===== config.mk =====
export PLATFORM = sky130hd
export DESIGN_NAME = beams_pwr_sort
export DESIGN_NICKNAME = d
export VERILOG_FILES = /design/src/rtl/beams_pwr_sort.sv
export SDC_FILE = /design/constraint.sdc
export NUM_CORES = 2
export LEC_CHECK = 0
export ABC_AREA = 0
export CAP_MARGIN = 20
export CORE_MARGIN = 10
export CORE_UTILIZATION = 40
export CTS_CLUSTER_SIZE = 16
export DETAILED_ROUTE_END_ITERATION = 7
export GPL_ROUTABILITY_DRIVEN = 1
export SETUP_SLACK_MARGIN = 0.1
export SYNTH_ARGS = -nofsm -noshare
export SYNTH_HDL_FRONTEND = slang
export SYNTH_SLANG_ARGS = --single-unit

===== constraint.sdc =====
create_clock -name i_clk -period 4.5 [get_ports i_clk]
set_input_delay 0.675 -clock i_clk [delete_from_list [all_inputs] [get_ports i_clk]]
set_output_delay 0.675 -clock i_clk [all_outputs]
set_load 0.005 [all_outputs]

===== src/rtl/beams_pwr_sort.sv =====
// ---------------------------------------------------------------------------
// beams_pwr_sort
//
// Collects per-beam powers for one RBG, one beam per cycle, and keeps a
// running top-16 list sorted in descending power. Each accepted beam is
// inserted in a single cycle by comparing it against all 16 slots in
// parallel. At the end of the RBG the list is snapshotted and published
// on o_sort_pwr / o_sort_idx together with a one-cycle o_sort_sop /
// o_rbg_load pulse.
//
// Ports:
//   i_clk        clock
//   i_reset_n    asynchronous active-low reset (assert async, release sync)
//   i_pwr_vld    beam power beat valid
//   i_pwr_sop    first beam of RBG (qualified by i_pwr_vld)
//   i_pwr_eop    last beam of RBG (qualified by i_pwr_vld)
//   i_beam_pwr   unsigned beam power
//   o_sort_pwr   16 sorted powers, slot 0 = largest, empty slot = 0
//   o_sort_idx   16 beam indices matching o_sort_pwr, empty slot = 8'hFF
//   o_sort_sop   one-cycle pulse: new list valid
//   o_rbg_load   one-cycle pulse, coincident with o_sort_sop
//   o_err        one-cycle protocol-error pulse
//
// Build option:
//   BEAMS_PWR_SORT_OUTREG_EN  when defined, adds one more register stage on
//                             every output (o_err included), so a publish
//                             appears 2 cycles after the eop beat instead
//                             of 1. Reset values are the same either way.
// ---------------------------------------------------------------------------
module beams_pwr_sort #(
  parameter int PWR_WIDTH = 32,
  parameter int NUM_BEAMS = 64
) (
  input  logic                        i_clk,
  input  logic                        i_reset_n,
  input  logic                        i_pwr_vld,
  input  logic                        i_pwr_sop,
  input  logic                        i_pwr_eop,
  input  logic [PWR_WIDTH-1:0]        i_beam_pwr,
  output logic [15:0][PWR_WIDTH-1:0]  o_sort_pwr,
  output logic [15:0][7:0]            o_sort_idx,
  output logic                        o_sort_sop,
  output logic                        o_rbg_load,
  output logic                        o_err
);

  localparam int SLOTS = 16;
  // Counter must reach NUM_BEAMS itself (up to 256), hence 9 bits.
  localparam int CW = 9;
  localparam logic [CW-1:0] CNT_MAX = CW'(NUM_BEAMS);
  localparam logic [7:0] IDX_EMPTY = 8'hFF;

  localparam logic [0:0] ST_IDLE = 1'b0;
  localparam logic [0:0] ST_ACC  = 1'b1;

  // -------------------------------------------------------------------------
  // State
  // -------------------------------------------------------------------------
  logic [0:0]           state_reg, state_next;
  logic [CW-1:0]        cnt_reg, cnt_next;

  // Working list. A separate valid bit marks occupied slots because index
  // 8'hFF is a legal beam index when NUM_BEAMS = 256.
  logic [PWR_WIDTH-1:0] work_pwr_reg  [SLOTS];
  logic [PWR_WIDTH-1:0] work_pwr_next [SLOTS];
  logic [7:0]           work_idx_reg  [SLOTS];
  logic [7:0]           work_idx_next [SLOTS];
  logic [SLOTS-1:0]     work_vld_reg, work_vld_next;

  // Published snapshot (first output stage).
  logic [PWR_WIDTH-1:0] pub_pwr_reg [SLOTS];
  logic [7:0]           pub_idx_reg [SLOTS];
  logic                 pub_sop_reg;
  logic                 err_reg;

  // -------------------------------------------------------------------------
  // Beat decode
  // -------------------------------------------------------------------------
  logic       beat_start;   // sop beat, accepted in any state
  logic       beat_cont;    // non-sop beat while accumulating
  logic       beat_room;    // fewer than NUM_BEAMS beams taken so far
  logic       beat_ins;     // beat is inserted into the list
  logic       beat_pub;     // beat ends the RBG and triggers a publish
  logic       beat_err;     // protocol violation on this beat
  logic [7:0] beat_idx;     // index assigned to this beat

  always_comb begin
    beat_start = i_pwr_vld & i_pwr_sop;
    beat_cont  = i_pwr_vld & ~i_pwr_sop & (state_reg == ST_ACC);
    beat_room  = (cnt_reg < CNT_MAX);
    beat_ins   = beat_start | (beat_cont & beat_room);
    // An over-length eop beat is not inserted but still closes the RBG.
    beat_pub   = i_pwr_eop & (beat_start | beat_cont);
    beat_err   = i_pwr_vld & (
                   (~i_pwr_sop & (state_reg == ST_IDLE)) |
                   ( i_pwr_sop & (state_reg == ST_ACC))  |
                   (beat_cont & ~beat_room));
    // cnt_reg < 256 whenever the beat is inserted, so 8 bits suffice.
    beat_idx   = beat_start ? 8'd0 : cnt_reg[7:0];
  end

  // -------------------------------------------------------------------------
  // Parallel insertion
  //
  // The base list is the working list, or an empty list on a sop beat so
  // that a new RBG (or a restart) never sees stale entries. Because the list
  // is kept in descending order with empty slots at the bottom, the gt
  // vector is thermometer-shaped (once set it stays set towards slot 15).
  // The insertion point is therefore the first set bit, every slot below it
  // takes its upper neighbour, and slot 15 falls off the end. The strict
  // compare places an equal-power beam after the existing one, so earlier
  // indices win ties.
  // -------------------------------------------------------------------------
  logic [PWR_WIDTH-1:0] base_pwr [SLOTS];
  logic [7:0]           base_idx [SLOTS];
  logic [SLOTS-1:0]     base_vld;
  logic [SLOTS-1:0]     gt;

  logic [PWR_WIDTH-1:0] ins_pwr [SLOTS];
  logic [7:0]           ins_idx [SLOTS];
  logic [SLOTS-1:0]     ins_vld;

  genvar gi;
  generate
    for (gi = 0; gi < SLOTS; gi++) begin : g_base
      assign base_pwr[gi] = beat_start ? '0 : work_pwr_reg[gi];
      assign base_idx[gi] = beat_start ? IDX_EMPTY : work_idx_reg[gi];
      assign base_vld[gi] = ~beat_start & work_vld_reg[gi];
      assign gt[gi]       = ~base_vld[gi] | (i_beam_pwr > base_pwr[gi]);
    end

    for (gi = 0; gi < SLOTS; gi++) begin : g_ins
      if (gi == 0) begin : g_top
        always_comb begin
          if (gt[0]) begin
            ins_pwr[0] = i_beam_pwr;
            ins_idx[0] = beat_idx;
            ins_vld[0] = 1'b1;
          end else begin
            ins_pwr[0] = base_pwr[0];
            ins_idx[0] = base_idx[0];
            ins_vld[0] = base_vld[0];
          end
        end
      end else begin : g_rest
        always_comb begin
          if (gt[gi] & ~gt[gi-1]) begin
            // This slot is the insertion point.
            ins_pwr[gi] = i_beam_pwr;
            ins_idx[gi] = beat_idx;
            ins_vld[gi] = 1'b1;
          end else if (gt[gi]) begin
            // Below the insertion point: shift down by one.
            ins_pwr[gi] = base_pwr[gi-1];
            ins_idx[gi] = base_idx[gi-1];
            ins_vld[gi] = base_vld[gi-1];
          end else begin
            ins_pwr[gi] = base_pwr[gi];
            ins_idx[gi] = base_idx[gi];
            ins_vld[gi] = base_vld[gi];
          end
        end
      end
    end

    for (gi = 0; gi < SLOTS; gi++) begin : g_next
      assign work_pwr_next[gi] = beat_ins ? ins_pwr[gi] : work_pwr_reg[gi];
      assign work_idx_next[gi] = beat_ins ? ins_idx[gi] : work_idx_reg[gi];
      assign work_vld_next[gi] = beat_ins ? ins_vld[gi] : work_vld_reg[gi];
    end
  endgenerate

  // -------------------------------------------------------------------------
  // Control next-state
  // -------------------------------------------------------------------------
  always_comb begin
    state_next = state_reg;
    if (beat_pub) begin
      state_next = ST_IDLE;
    end else if (beat_start) begin
      state_next = ST_ACC;
    end

    cnt_next = cnt_reg;
    if (beat_start) begin
      cnt_next = CW'(1);
    end else if (beat_cont & beat_room) begin
      cnt_next = cnt_reg + CW'(1);
    end
  end

  // -------------------------------------------------------------------------
  // Registers
  // -------------------------------------------------------------------------
  always_ff @(posedge i_clk or negedge i_reset_n) begin
    if (!i_reset_n) begin
      state_reg    <= ST_IDLE;
      cnt_reg      <= '0;
      work_vld_reg <= '0;
      pub_sop_reg  <= 1'b0;
      err_reg      <= 1'b0;
      for (int k = 0; k < SLOTS; k++) begin
        work_pwr_reg[k] <= '0;
        work_idx_reg[k] <= IDX_EMPTY;
        pub_pwr_reg[k]  <= '0;
        pub_idx_reg[k]  <= IDX_EMPTY;
      end
    end else begin
      state_reg    <= state_next;
      cnt_reg      <= cnt_next;
      work_vld_reg <= work_vld_next;
      pub_sop_reg  <= beat_pub;
      err_reg      <= beat_err;
      for (int k = 0; k < SLOTS; k++) begin
        work_pwr_reg[k] <= work_pwr_next[k];
        work_idx_reg[k] <= work_idx_next[k];
      end
      // Snapshot includes the eop beam itself; empty slots already carry
      // pwr 0 / idx 8'hFF. The snapshot holds until the next publish.
      if (beat_pub) begin
        for (int k = 0; k < SLOTS; k++) begin
          pub_pwr_reg[k] <= work_pwr_next[k];
          pub_idx_reg[k] <= work_idx_next[k];
        end
      end
    end
  end

  // -------------------------------------------------------------------------
  // Output stage
  // -------------------------------------------------------------------------
`ifdef BEAMS_PWR_SORT_OUTREG_EN
  logic [PWR_WIDTH-1:0] out_pwr_reg [SLOTS];
  logic [7:0]           out_idx_reg [SLOTS];
  logic                 out_sop_reg;
  logic                 out_err_reg;

  always_ff @(posedge i_clk or negedge i_reset_n) begin
    if (!i_reset_n) begin
      out_sop_reg <= 1'b0;
      out_err_reg <= 1'b0;
      for (int k = 0; k < SLOTS; k++) begin
        out_pwr_reg[k] <= '0;
        out_idx_reg[k] <= IDX_EMPTY;
      end
    end else begin
      out_sop_reg <= pub_sop_reg;
      out_err_reg <= err_reg;
      for (int k = 0; k < SLOTS; k++) begin
        out_pwr_reg[k] <= pub_pwr_reg[k];
        out_idx_reg[k] <= pub_idx_reg[k];
      end
    end
  end

  generate
    for (gi = 0; gi < SLOTS; gi++) begin : g_out
      assign o_sort_pwr[gi] = out_pwr_reg[gi];
      assign o_sort_idx[gi] = out_idx_reg[gi];
    end
  endgenerate

  assign o_sort_sop = out_sop_reg;
  assign o_rbg_load = out_sop_reg;
  assign o_err      = out_err_reg;
`else
  generate
    for (gi = 0; gi < SLOTS; gi++) begin : g_out
      assign o_sort_pwr[gi] = pub_pwr_reg[gi];
      assign o_sort_idx[gi] = pub_idx_reg[gi];
    end
  endgenerate

  assign o_sort_sop = pub_sop_reg;
  assign o_rbg_load = pub_sop_reg;
  assign o_err      = err_reg;
`endif

endmodule


==> out/results.ini <==
[outcome]
status=finished clean

[timing]
final-hold-violation-count=0
holdWs_ns=0.4254
relSlewSlack_pct=31.92
worstMarginPinSlew_ns=1.021
drv_slew=0
rsz0062_at_grt=false
fmax_mhz=235.8
finalCritPeriodShare_pct=94.25
clock_skew_ns=0.04739
min_period_ns=4.241
setup_violations=0

[pwr]
power_frac_comb_pct=38.0
p_sw_mw=19.90
power_mw=54.34
p_per_area_nw_per_um2=590.5
power_leakage_nw=40.93
power.clock.fraction_pct=24.5
p_seq_share_pct=37.5
p_sw_share_pct=36.63
peakVddDrop_mv=0.4167
internal_power_mw=34.44

[hold_path]
whs_endpoint=work_pwr_reg[509]
min_path_cells=2
holdCritPathClass=in -> reg
min_from=i_beam_pwr[29]

[logic_synthesis]
synth_area_per_cell_sq_um=9.578
synth_edf_count=0
ys_ff_latch=1308
synthFlopType=dfrtp_1
ys_seq_area_share_pct=46.88
synth_top_area_share_pct=37.34
synth_area_leader_cell=dfrtp_1
synthArstFlopShare_pct=100.0
yosysWarnings=0
syn-cell-area_sq_um=70500
synth.top_cells.by_area=dfrtp_1, dfstp_2, ha_1
netlist_instances=7360
synthDistinctLibCells=101
syn-num-nets=7910

[die]
floorplan.rows=154
design.die.area_sq_um=193400
die_y_microns=439.8
die_x_microns=439.8
core_area_sq_um=175700
initial_core_util_pct=40.12
ios=680

[setup_path]
path_class=in -> reg
cp-end-kind=flop
rr_worst_depth=11
regToRegSetupSlack_ns=0.89
regToRegStartpoint=work_pwr_reg[445]
start_kind=input port
r2r_end=o_sort_pwr[126]
worstPathArrival_ns=4.97
worstPathMaxFanout=104
cp.required_ns=5.23

[clock_tree]
cts.sinks=1308
tritoncts=yes
numCtsBuffers=155
clock_path_buffers=3
worst_setup_hold_path_clk_slew_ns=0.06
clock_latency_ns=0.85
cts-root-buf=clkbuf_16
h-tree-depth=4
post_cts_buffers=0

[drt]
vias_per_cell=5.843
routed_wl_mm=318.3
drt_iter0_markers=6058
drtPass1Iterations=7
postRouteAntennaNets=0
drc_errors=0
wl_per_cell_microns=28.69
via_count=64830

[placement]
place_congestion=0.9578
port_buffers=679
dp_hpwl_mm=241.4

[grt]
grt_pass1_vias=64580
antenna_found_initial=7
grt_pass1_wl_mm=455.4
grt_max_degree=184
gr-usage-all-layers_pct=31.83
grt.overflow.total=0

[job]
drv_cap=0

[final_layout]
drive_above_1_share_pct=21.58
areaGrowthSynthToFinish_pct=30.55
fin_nets=9173

[metal layers]
metal	routed length (microns)	up-vias	track usage (%)
met5	11	-	0
met4	25540	2	21.27
met3	21670	726	5.988
met2	146500	2829	51.31
met1	124600	32290	38.76
li1	-	28980	-
[logic make-up (layout without fill, tap and decap cells)]
group / Yosys count / after routing / share of synthesized area [%]
and+or+nand+nor: 2632 / 2632 / 15.97
AOI/OAI and AO/OA: 1834 / 1834 / 16.97
muxes: 474 / 474 / 7.399
adders and majority gates: 513 / 513 / 9.105
other: 0 / 2 / 0
DFF: 1308 / 1308 / 46.88
buffers and inverters: 594 / 1988 / 3.605
xor gates and xnor gates: 5 / 5 / 0.06213
[how the worst max path moves through the flow]
stage / from / end / slack [ns] / cells after the start
2_1_floorplan: i_pwr_vld / o_sort_pwr[49] / 0.10 / 19
3_3_place_gp: i_pwr_sop / o_sort_pwr[126] / -0.47 / 17
3_5_place_dp: i_pwr_sop / o_sort_pwr[126] / -0.55 / 17
4_1_cts: i_pwr_sop / o_sort_pwr[126] / 0.29 / 17
5_1_grt: i_pwr_sop / o_sort_idx[104] / 0.17 / 16
6_report: i_pwr_sop / o_sort_idx[108] / 0.26 / 16
[critical path, cell delays in order]
cell and delay [ns]:
clkdlybuf4s50_1 0.46, nand2_4 0.23, buf_4 0.20, buf_12 0.31
nand2_1 0.23, ha_1 0.35, nand4_1 0.10, or4_1 0.57
a21oi_1 0.23, a2111oi_0 0.12, buf_4 0.17, o2bb2ai_4 0.23
buf_12 0.21, nand2_1 0.22, o221ai_1 0.35, a31oi_1 0.13
[cells in the mapped netlist (16+ instances only)]
master / count
buf_1: 43
nor3_1: 37
and2_1: 63
a221o_1: 39
buf_4: 25
nand2b_1: 29
a31oi_1: 146
clkbuf_1: 338
buf_2: 113
nand3_1: 218
nand2_1: 1425
nor2b_1: 21
o211a_1: 19
o22ai_1: 28
o2bb2ai_1: 31
a2bb2oi_1: 69
o31a_1: 20
and3_1: 44
mux2_2: 318
a211oi_1: 56
dfstp_2: 256
mux2_1: 19
o221ai_1: 19
o31ai_1: 109
o211ai_1: 265
a21o_1: 55
nand4_1: 104
dfrtp_1: 1052
a21oi_1: 466
nor2_1: 594
inv_1: 62
o21ai_0: 368
nor4_1: 16
a22oi_1: 56
mux2i_1: 127
ha_1: 513
nand3b_1: 32
[stage by stage]
step / cells / setup TNS (ns) / setup slack (ns) / cell area [sq um] / utilization, %
finish: 11100 / 0 / 0.2589 / 92030 / 52.37
global route: 11090 / 0 / 0.1653 / 92030 / 52.37
CTS: 11090 / 0 / 0.2895 / 92010 / 52.36
detailed placement: 10810 / -150.48 / -0.5540 / 86710 / 49.34
global placement: 10810 / -98.40 / -0.4679 / 86710 / 49.34
floorplan: 7360 / 0 / 0.1037 / 70560 / -
[area by class of cell]
type / count / area [sq um]
clock inverters: 59 / 802.0
inverters: 64 / 247.7
diodes: 2 / 5.005
clock buffers: 229 / 4491
well taps: 2340 / 2928
flip-flops and latches: 1308 / 33050
repair buffers: 1636 / 15300
multi-input cells: 5458 / 35210
fillers: 16100 / 83700
[placed cells by master, fill, tap and decap left out, types with 27 or more instances in the layout]
cell type and n:
nand3b_1 32, nand2_1 1420, clkbuf_8 27, nor2_1 588, clkbuf_16 158, a2bb2oi_1 67
buf_2 31, ha_1 513, mux2_2 318, dfrtp_1 1052, o2bb2ai_1 30, o31ai_1 109
a211oi_1 56, o22ai_1 28, o21ai_0 368, a31oi_1 145, clkdlybuf4s50_1 647, nand3_1 216
and2_1 61, and3_1 43, a221o_1 39, dfstp_2 256, nor3_1 35, buf_12 116
inv_1 62, nand4_1 104, buf_4 840, a22oi_1 54, a21o_1 55, mux2i_1 127
o211ai_1 265, clkbuf_1 44, a21oi_1 464
[timing repair]
item,in CTS,in global routing
gates resized for setup,0,2
hold endpoints to repair,101,0
setup endpoints to repair,0,2
hold buffers,1,0
[power groups by stage]
stage | logic [mW] | registers, mW | clock network (mW)
final | 20.6 | 20.4 | 13.3
after global routing | 22.5 | 20.7 | 13.9
after CTS | 20.6 | 20.3 | 13.4
after detailed placement | 20.5 | 20.4 | 0
after global placement | 20.1 | 20.4 | 0
after floorplan | 9.25 | 18.7 | 0
Note: power is estimated with default switching activity, not from simulation.
